**src/rtl/rst_seq_pkg.sv**
```systemverilog
// Shared types and helpers for the reset sequencer.
// Contents: FSM state enum, "no target" marker, next-targeted-domain search.
// Domain indices are carried as 4 bits so that 8 can stand for "none left".
package rst_seq_pkg;

  typedef enum logic [1:0] {
    ST_ASSERT = 2'd0,
    ST_GAP    = 2'd1,
    ST_RUN    = 2'd2
  } state_e;

  localparam int         MAX_DOMAINS = 8;
  localparam logic [3:0] NO_TGT      = 4'd8;

  // Lowest set bit of mask at or above start; NO_TGT when there is none.
  function automatic logic [3:0] next_tgt(input logic [MAX_DOMAINS-1:0] mask,
                                          input logic [3:0]             start);
    logic [3:0] r;
    r = NO_TGT;
    for (int i = MAX_DOMAINS - 1; i >= 0; i--) begin
      if (mask[i] && (4'(i) >= start)) r = 4'(i);
    end
    return r;
  endfunction

endpackage

```
**src/rtl/rst_sequencer_if.sv**
```systemverilog
// Software-request and domain-reset bundle of the reset sequencer.
// master: requester side (drives REQ/MASK, observes ACK and status).
// slave : sequencer side (drives DOM_RST_N, ACK, BUSY, DONE).
interface rst_sequencer_if #(
  parameter int NUM_DOMAINS = 3
);
  logic                   SW_RST_REQ;
  logic [NUM_DOMAINS-1:0] SW_RST_MASK;
  logic                   SW_RST_ACK;
  logic [NUM_DOMAINS-1:0] DOM_RST_N;
  logic                   SEQ_BUSY;
  logic                   SEQ_DONE;

  modport master (
    output SW_RST_REQ, SW_RST_MASK,
    input  SW_RST_ACK, DOM_RST_N, SEQ_BUSY, SEQ_DONE
  );

  modport slave (
    input  SW_RST_REQ, SW_RST_MASK,
    output SW_RST_ACK, DOM_RST_N, SEQ_BUSY, SEQ_DONE
  );
endinterface

```
**src/rtl/rst_sequencer.sv**
```systemverilog
// Always-on reset sequencer: releases domain resets in ascending order with a
// fixed hold time and inter-release gap; services software re-reset requests.
// Ports: CLK, RST (async active-low), bus (slave modport: REQ/MASK in; DOM_RST_N,
// ACK, BUSY, DONE out). All outputs are registered.
module rst_sequencer #(
  parameter int NUM_DOMAINS = 3,
  parameter int CNT_WIDTH   = 8,
  parameter int MIN_ASSERT  = 8,
  parameter int RELEASE_GAP = 16
) (
  input  logic            CLK,
  input  logic            RST,
  rst_sequencer_if.slave  bus
);
  import rst_seq_pkg::*;

  localparam logic [CNT_WIDTH-1:0] ASSERT_LAST = CNT_WIDTH'(MIN_ASSERT - 1);
  localparam logic [CNT_WIDTH-1:0] GAP_LAST    = CNT_WIDTH'(RELEASE_GAP - 1);
  localparam logic [CNT_WIDTH-1:0] CNT_ONE     = CNT_WIDTH'(1);

  state_e                 state_q;
  logic [CNT_WIDTH-1:0]   cnt_q;
  logic [NUM_DOMAINS-1:0] mask_q;
  logic [NUM_DOMAINS-1:0] dom_q;
  logic [3:0]             idx_q;   // next domain to release
  logic                   busy_q;
  logic                   done_q;
  logic                   ack_q;
  logic                   req_q;   // previous REQ sample for edge detect

  logic                   req_edge;
  logic                   cnt_last;
  logic [3:0]             idx_d;    // targeted domain after idx_q
  logic [3:0]             first_d;  // first targeted domain of a new request
  logic [NUM_DOMAINS-1:0] rel_vec;  // one-hot of idx_q

  always_comb begin
    req_edge = bus.SW_RST_REQ & ~req_q;
    cnt_last = (state_q == ST_ASSERT) ? (cnt_q == ASSERT_LAST) : (cnt_q == GAP_LAST);
    // Skipping non-targeted domains happens here: the search jumps straight
    // to the next set mask bit, so no gap is spent on untargeted ones.
    idx_d    = next_tgt(8'(mask_q), idx_q + 4'd1);
    first_d  = next_tgt(8'(bus.SW_RST_MASK), 4'd0);
    rel_vec  = '0;
    for (int d = 0; d < NUM_DOMAINS; d++) begin
      rel_vec[d] = (idx_q == 4'(d));
    end
  end

  always_ff @(posedge CLK or negedge RST) begin
    if (!RST) begin
      state_q <= ST_ASSERT;
      cnt_q   <= '0;
      mask_q  <= '1;
      dom_q   <= '0;
      idx_q   <= 4'd0;
      busy_q  <= 1'b1;
      done_q  <= 1'b0;
      ack_q   <= 1'b0;
      req_q   <= 1'b0;
    end else begin
      // Edge detector keeps tracking while busy so a request held high
      // across the end of a sequence does not fire once RUN is reached.
      req_q <= bus.SW_RST_REQ;
      ack_q <= 1'b0;
      case (state_q)
        ST_ASSERT, ST_GAP: begin
          if (cnt_last) begin
            dom_q <= dom_q | rel_vec;
            cnt_q <= '0;
            if (idx_d == NO_TGT) begin
              state_q <= ST_RUN;
              busy_q  <= 1'b0;
              done_q  <= 1'b1;
            end else begin
              state_q <= ST_GAP;
              idx_q   <= idx_d;
            end
          end else begin
            cnt_q <= cnt_q + CNT_ONE;
          end
        end
        ST_RUN: begin
          if (req_edge) begin
            ack_q <= 1'b1;
            if (|bus.SW_RST_MASK) begin
              dom_q   <= dom_q & ~bus.SW_RST_MASK;
              mask_q  <= bus.SW_RST_MASK;
              idx_q   <= first_d;
              cnt_q   <= '0;
              state_q <= ST_ASSERT;
              busy_q  <= 1'b1;
              done_q  <= 1'b0;
            end
          end
        end
        default: state_q <= ST_ASSERT;
      endcase
    end
  end

  assign bus.DOM_RST_N  = dom_q;
  assign bus.SW_RST_ACK = ack_q;
  assign bus.SEQ_BUSY   = busy_q;
  assign bus.SEQ_DONE   = done_q;

endmodule

```
**src/flat_wrapper.sv**
```systemverilog
// flat-port wrapper written by rule: the top's interface ports become plain ports
module rst_sequencer_flat import rst_seq_pkg::*;
#(
  parameter int NUM_DOMAINS = 3,
  parameter int CNT_WIDTH   = 8,
  parameter int MIN_ASSERT  = 8,
  parameter int RELEASE_GAP = 16
)
  (CLK, RST, bus_SW_RST_REQ, bus_SW_RST_MASK, bus_SW_RST_ACK, bus_DOM_RST_N, bus_SEQ_BUSY, bus_SEQ_DONE);
  rst_sequencer_if #(.NUM_DOMAINS(NUM_DOMAINS)) bus_i ();
  input  logic CLK;
  input  logic RST;
  input wire logic [$bits(bus_i.SW_RST_REQ)-1:0] bus_SW_RST_REQ;
  input wire logic [$bits(bus_i.SW_RST_MASK)-1:0] bus_SW_RST_MASK;
  output wire logic [$bits(bus_i.SW_RST_ACK)-1:0] bus_SW_RST_ACK;
  output wire logic [$bits(bus_i.DOM_RST_N)-1:0] bus_DOM_RST_N;
  output wire logic [$bits(bus_i.SEQ_BUSY)-1:0] bus_SEQ_BUSY;
  output wire logic [$bits(bus_i.SEQ_DONE)-1:0] bus_SEQ_DONE;
  assign bus_i.SW_RST_REQ = bus_SW_RST_REQ;
  assign bus_i.SW_RST_MASK = bus_SW_RST_MASK;
  assign bus_SW_RST_ACK = bus_i.SW_RST_ACK;
  assign bus_DOM_RST_N = bus_i.DOM_RST_N;
  assign bus_SEQ_BUSY = bus_i.SEQ_BUSY;
  assign bus_SEQ_DONE = bus_i.SEQ_DONE;
  rst_sequencer #(.NUM_DOMAINS(NUM_DOMAINS), .CNT_WIDTH(CNT_WIDTH), .MIN_ASSERT(MIN_ASSERT), .RELEASE_GAP(RELEASE_GAP)) u_core (.CLK(CLK), .RST(RST), .bus(bus_i));
endmodule
```
**config.mk**
```make
export PLATFORM = sky130hd
export DESIGN_NAME = rst_sequencer_flat
export DESIGN_NICKNAME = d
export VERILOG_FILES = /design/src/rtl/rst_seq_pkg.sv /design/src/rtl/rst_sequencer_if.sv /design/src/rtl/rst_sequencer.sv /design/src/flat_wrapper.sv
export SDC_FILE = /design/constraint.sdc
export NUM_CORES = 1
export LEC_CHECK = 0
export CORE_MARGIN = 1.5
export CORE_UTILIZATION = 60
export CTS_BUF_LIST = sky130_fd_sc_hd__clkbuf_8
export CTS_CLUSTER_DIAMETER = 60
export CTS_CLUSTER_SIZE = 24
export DETAILED_ROUTE_END_ITERATION = 10
export PLACE_DENSITY_LB_ADDON = 0.08
export SLEW_MARGIN = 20
export SYNTH_ARGS = -nofsm -noshare
export SYNTH_HDL_FRONTEND = slang
export SYNTH_SLANG_ARGS = --single-unit
export TNS_END_PERCENT = 1
```
**constraint.sdc**
```tcl
create_clock -name CLK -period 4.8 [get_ports CLK]
set_clock_uncertainty 0.05 [all_clocks]
set_input_delay 0.72 -clock CLK [delete_from_list [all_inputs] [get_ports CLK]]
set_output_delay 0.72 -clock CLK [all_outputs]
set_load 0.03 [all_outputs]
```
==> impl_metrics.env <==
export IMPL_status="complete, no violations"
export IMPL_drt_first_pass_iters=4
export IMPL_worst_ep_required_time_ns=4.90
export IMPL_r2r_cells=7
export IMPL_die_y_microns=47.2
export IMPL_p_leak_nw=0.609
export IMPL_fin_crit_ns=2.29
export IMPL_coreArea_sq_mm=0.00178
export IMPL_gp_routability_congestion=0.882
export IMPL_worst_pin_slew_ns=0.494
export IMPL_rsz0062_at_grt="false"
export IMPL_regToRegSetupSlack_ns=2.73
export IMPL_dr_total_vias=911
export IMPL_cts_tree="built"
export IMPL_critPathLaunchType="primary input"
export IMPL_synthArstFlopShare=1.00
export IMPL_critical_path_class="primary input to flip-flop"
export IMPL_slew_headroom=0.671
export IMPL_r2r_end="u_core.idx_q[1]"
export IMPL_drt_initial_drc_count=27
export IMPL_path_max_fanout=4
export IMPL_multi_input_area_sq_um=563
export IMPL_initial_core_util=0.658
export IMPL_synth_nets=135
export IMPL_syn_instance_count=123
export IMPL_drive_gt1_frac=0.103
export IMPL_finalSetupViolations=0
export IMPL_critPathArrivalTime_ns=2.39
export IMPL_viasPerCell=5.66
export IMPL_drcViolationCount=0
export IMPL_nets=149
export IMPL_startpoint="bus_SW_RST_MASK[0]"
export IMPL_cts_max_path_buffers=2
export IMPL_yosys_area_top_type="dfrtp_1"
export IMPL_clkSlewWorstSetupHoldPaths_ns=0.08
export IMPL_cp_endpoint="u_core.idx_q[1]"
export IMPL_hpwl_microns=1690
export IMPL_dpl_cell_area_sq_mm=0.00131
export IMPL_grt_pass1_wl_microns=3840
export IMPL_setup_tns_final_ns=0
export IMPL_htreeDepth=1
export IMPL_antenna_found_initial=0
export IMPL_post_cts_resized=0
export IMPL_synth_edf_count=0
export IMPL_cts_sinks=23
export IMPL_ys_seq_area_frac=0.495
export IMPL_grt_max_degree=24
export IMPL_fillCellCount=129
export IMPL_fmax_mhz=436
export IMPL_grt_pass1_vias=852
export IMPL_p_per_area_mw_per_mm2=586
export IMPL_syn2layout_area_growth_pct=14.9
export IMPL_placementRows=15
export IMPL_hp_class="primary input to async pin"
export IMPL_ant_nets=0
export IMPL_synth_area_leaders="dfrtp_1 41%, dfstp_2 9.0%, ha_1 6.4%"
export IMPL_syn_area_per_cell_sq_um=9.54
export IMPL_yosysUniqueCellTypes=34
export IMPL_die_w_microns=47.2
export IMPL_wl_microns=2280
export IMPL_io_buffer_count=11
export IMPL_critPathCaptureType="flip-flop"
export IMPL_synth_warnings=0
export IMPL_syn_cell_area_sq_mm=0.00117
export IMPL_routedWlPerCell_microns=14.2
export IMPL_ir_drop_v=0.000430
export IMPL_io_pins=12
export IMPL_synth_ff_type="dfrtp_1"
export IMPL_grt_total_usage=0.252
export IMPL_postCtsSetupRepairBufs=0
export IMPL_hold_buffers=0
export IMPL_slew_viol_final=0
export IMPL_yosysTopAreaCellShare=0.405
export IMPL_die_area_sq_mm=0.00223
export IMPL_numCtsBuffers=3
export IMPL_root_buffer="clkbuf_8"
export IMPL_seqCellArea_sq_um=581
export IMPL_max_cap_viol_count=0
export IMPL_fin_area_sq_mm=0.00135
export IMPL_synth_seq_cells=23
export IMPL_clock_latency_ns=0.26
export IMPL_overflow=0
export IMPL_finalHoldViolCount=0
export IMPL_insertedDiodeCount=0
export IMPL_rr_startpoint="u_core.idx_q[1]"
export IMPL_timing_final_crit_share=0.478
-- flip-flops by register name (all words and copies together), names as in the netlist --
signal	cells
u_core.bus.SEQ_DONE	1
u_core.mask_q	3
u_core.req_q	1
u_core.cnt_q	8
u_core.bus.DOM_RST_N	3
u_core.state_q	2
u_core.bus.SEQ_BUSY	1
u_core.bus.SW_RST_ACK	1
u_core.idx_q	3
-- cells in the mapped netlist, types with 2 or more instances --
| library cell | n |
|---|---|
| nor3_1 | 5 |
| nand3_1 | 8 |
| mux2_2 | 2 |
| xnor2_1 | 3 |
| clkbuf_1 | 2 |
| dfrtp_1 | 19 |
| nand2b_1 | 3 |
| o21ai_0 | 8 |
| a21oi_1 | 6 |
| nand2_1 | 18 |
| nor2_1 | 12 |
| inv_1 | 6 |
| a22oi_1 | 2 |
| ha_1 | 6 |
| dfstp_2 | 4 |
-- worst min-delay path by stage --
stage                         endpoint  slack [ns]  cells past startpoint
6_report               u_core.cnt_q[3]        0.36                      1
4_1_cts               u_core.mask_q[1]        0.43                      2
5_1_grt                u_core.cnt_q[6]        0.40                      1
3_3_place_gp          u_core.mask_q[1]        0.40                      2
2_1_floorplan  u_core.bus.DOM_RST_N[0]        0.37                      0
3_5_place_dp          u_core.mask_q[1]        0.42                      2
-- metrics by stage --
stage | hold WS, ns | utilization | worst slack, ns | std cells | total power, W
after global placement | 0.404 | 0.733 | 2.32 | 157 | 0.000663
after detailed placement | 0.417 | 0.733 | 2.25 | 157 | 0.000674
after global routing | 0.400 | 0.756 | 2.38 | 161 | 0.000851
final | 0.362 | 0.756 | 2.51 | 161 | 0.000790
after floorplan | 0.374 | - | 2.90 | 123 | 0.000572
after CTS | 0.427 | 0.759 | 2.52 | 161 | 0.000793
-- cell families (layout without fill, tap and decap cells) --
logic type | Yosys count | in the layout | share of synthesized area
and+or+nand+nor | 57 | 57 | 0.245
AOI/OAI and AO/OA | 22 | 22 | 0.113
muxes | 3 | 3 | 0.0277
buffers and inverters | 8 | 21 | 0.0256
adders and majority gates | 6 | 6 | 0.0640
xor gates and xnor gates | 4 | 4 | 0.0299
DFF | 23 | 23 | 0.495
-- layout by cell type, fill, tap and decap left out --
master	instances
nand2_1	18
a21oi_1	6
nor3_4	1
a22o_1	1
and2_1	1
nand2_2	1
or2_1	1
nor2_1	12
buf_2	1
mux2i_1	1
nor4b_1	1
dfstp_2	4
clkbuf_8	3
nand3_1	8
nand4b_1	1
a22oi_1	2
nor3_1	5
xor2_1	1
clkdlybuf4s50_1	10
nor2b_1	1
nand2b_1	3
ha_1	6
dfrtp_1	19
a31oi_1	1
o31ai_1	1
a311oi_1	1
o31a_1	1
nor3b_1	1
xnor2_1	3
nand3b_1	1
a21o_1	1
mux2_2	2
or4_4	1
clkinv_2	1
inv_1	6
or3_1	1
o21ai_0	8
-- worst max-delay path, cell delays in order --
cell             delay, ns
clkdlybuf4s50_1       0.46
nor3_1                0.37
nor3_1                0.15
a31oi_1               0.31
mux2_2                0.37
-- cell type report --
class | instances | area share
Multi-Input combinational cell | 92 | 0.417
Timing Repair Buffer | 11 | 0.0779
Clock inverter | 1 | 0.00371
Inverter | 6 | 0.0167
Sequential cell | 23 | 0.430
Tap cell | 25 | 0.0232
Clock buffer | 3 | 0.0306
-- power by group --
| part | leakage (nW) | internal (W) | switching (W) |
|---|---|---|---|
| logic | 0.313 | 0.000145 | 0.000181 |
| clock network | 0.0255 | 0.0000578 | 0.0000598 |
| registers | 0.270 | 0.000276 | 0.0000709 |
-- per-layer routing --
metal / track usage / vias up / share of wire
li1: - / 445 / -
met1: 0.378 / 439 / 0.52
met2: 0.365 / 23 / 0.43
met3: 0.0346 / 4 / 0.032
met4: 0.100 / 0 / 0.014
met5: 0 / - / 0
Power figures use the tool's default switching activity.
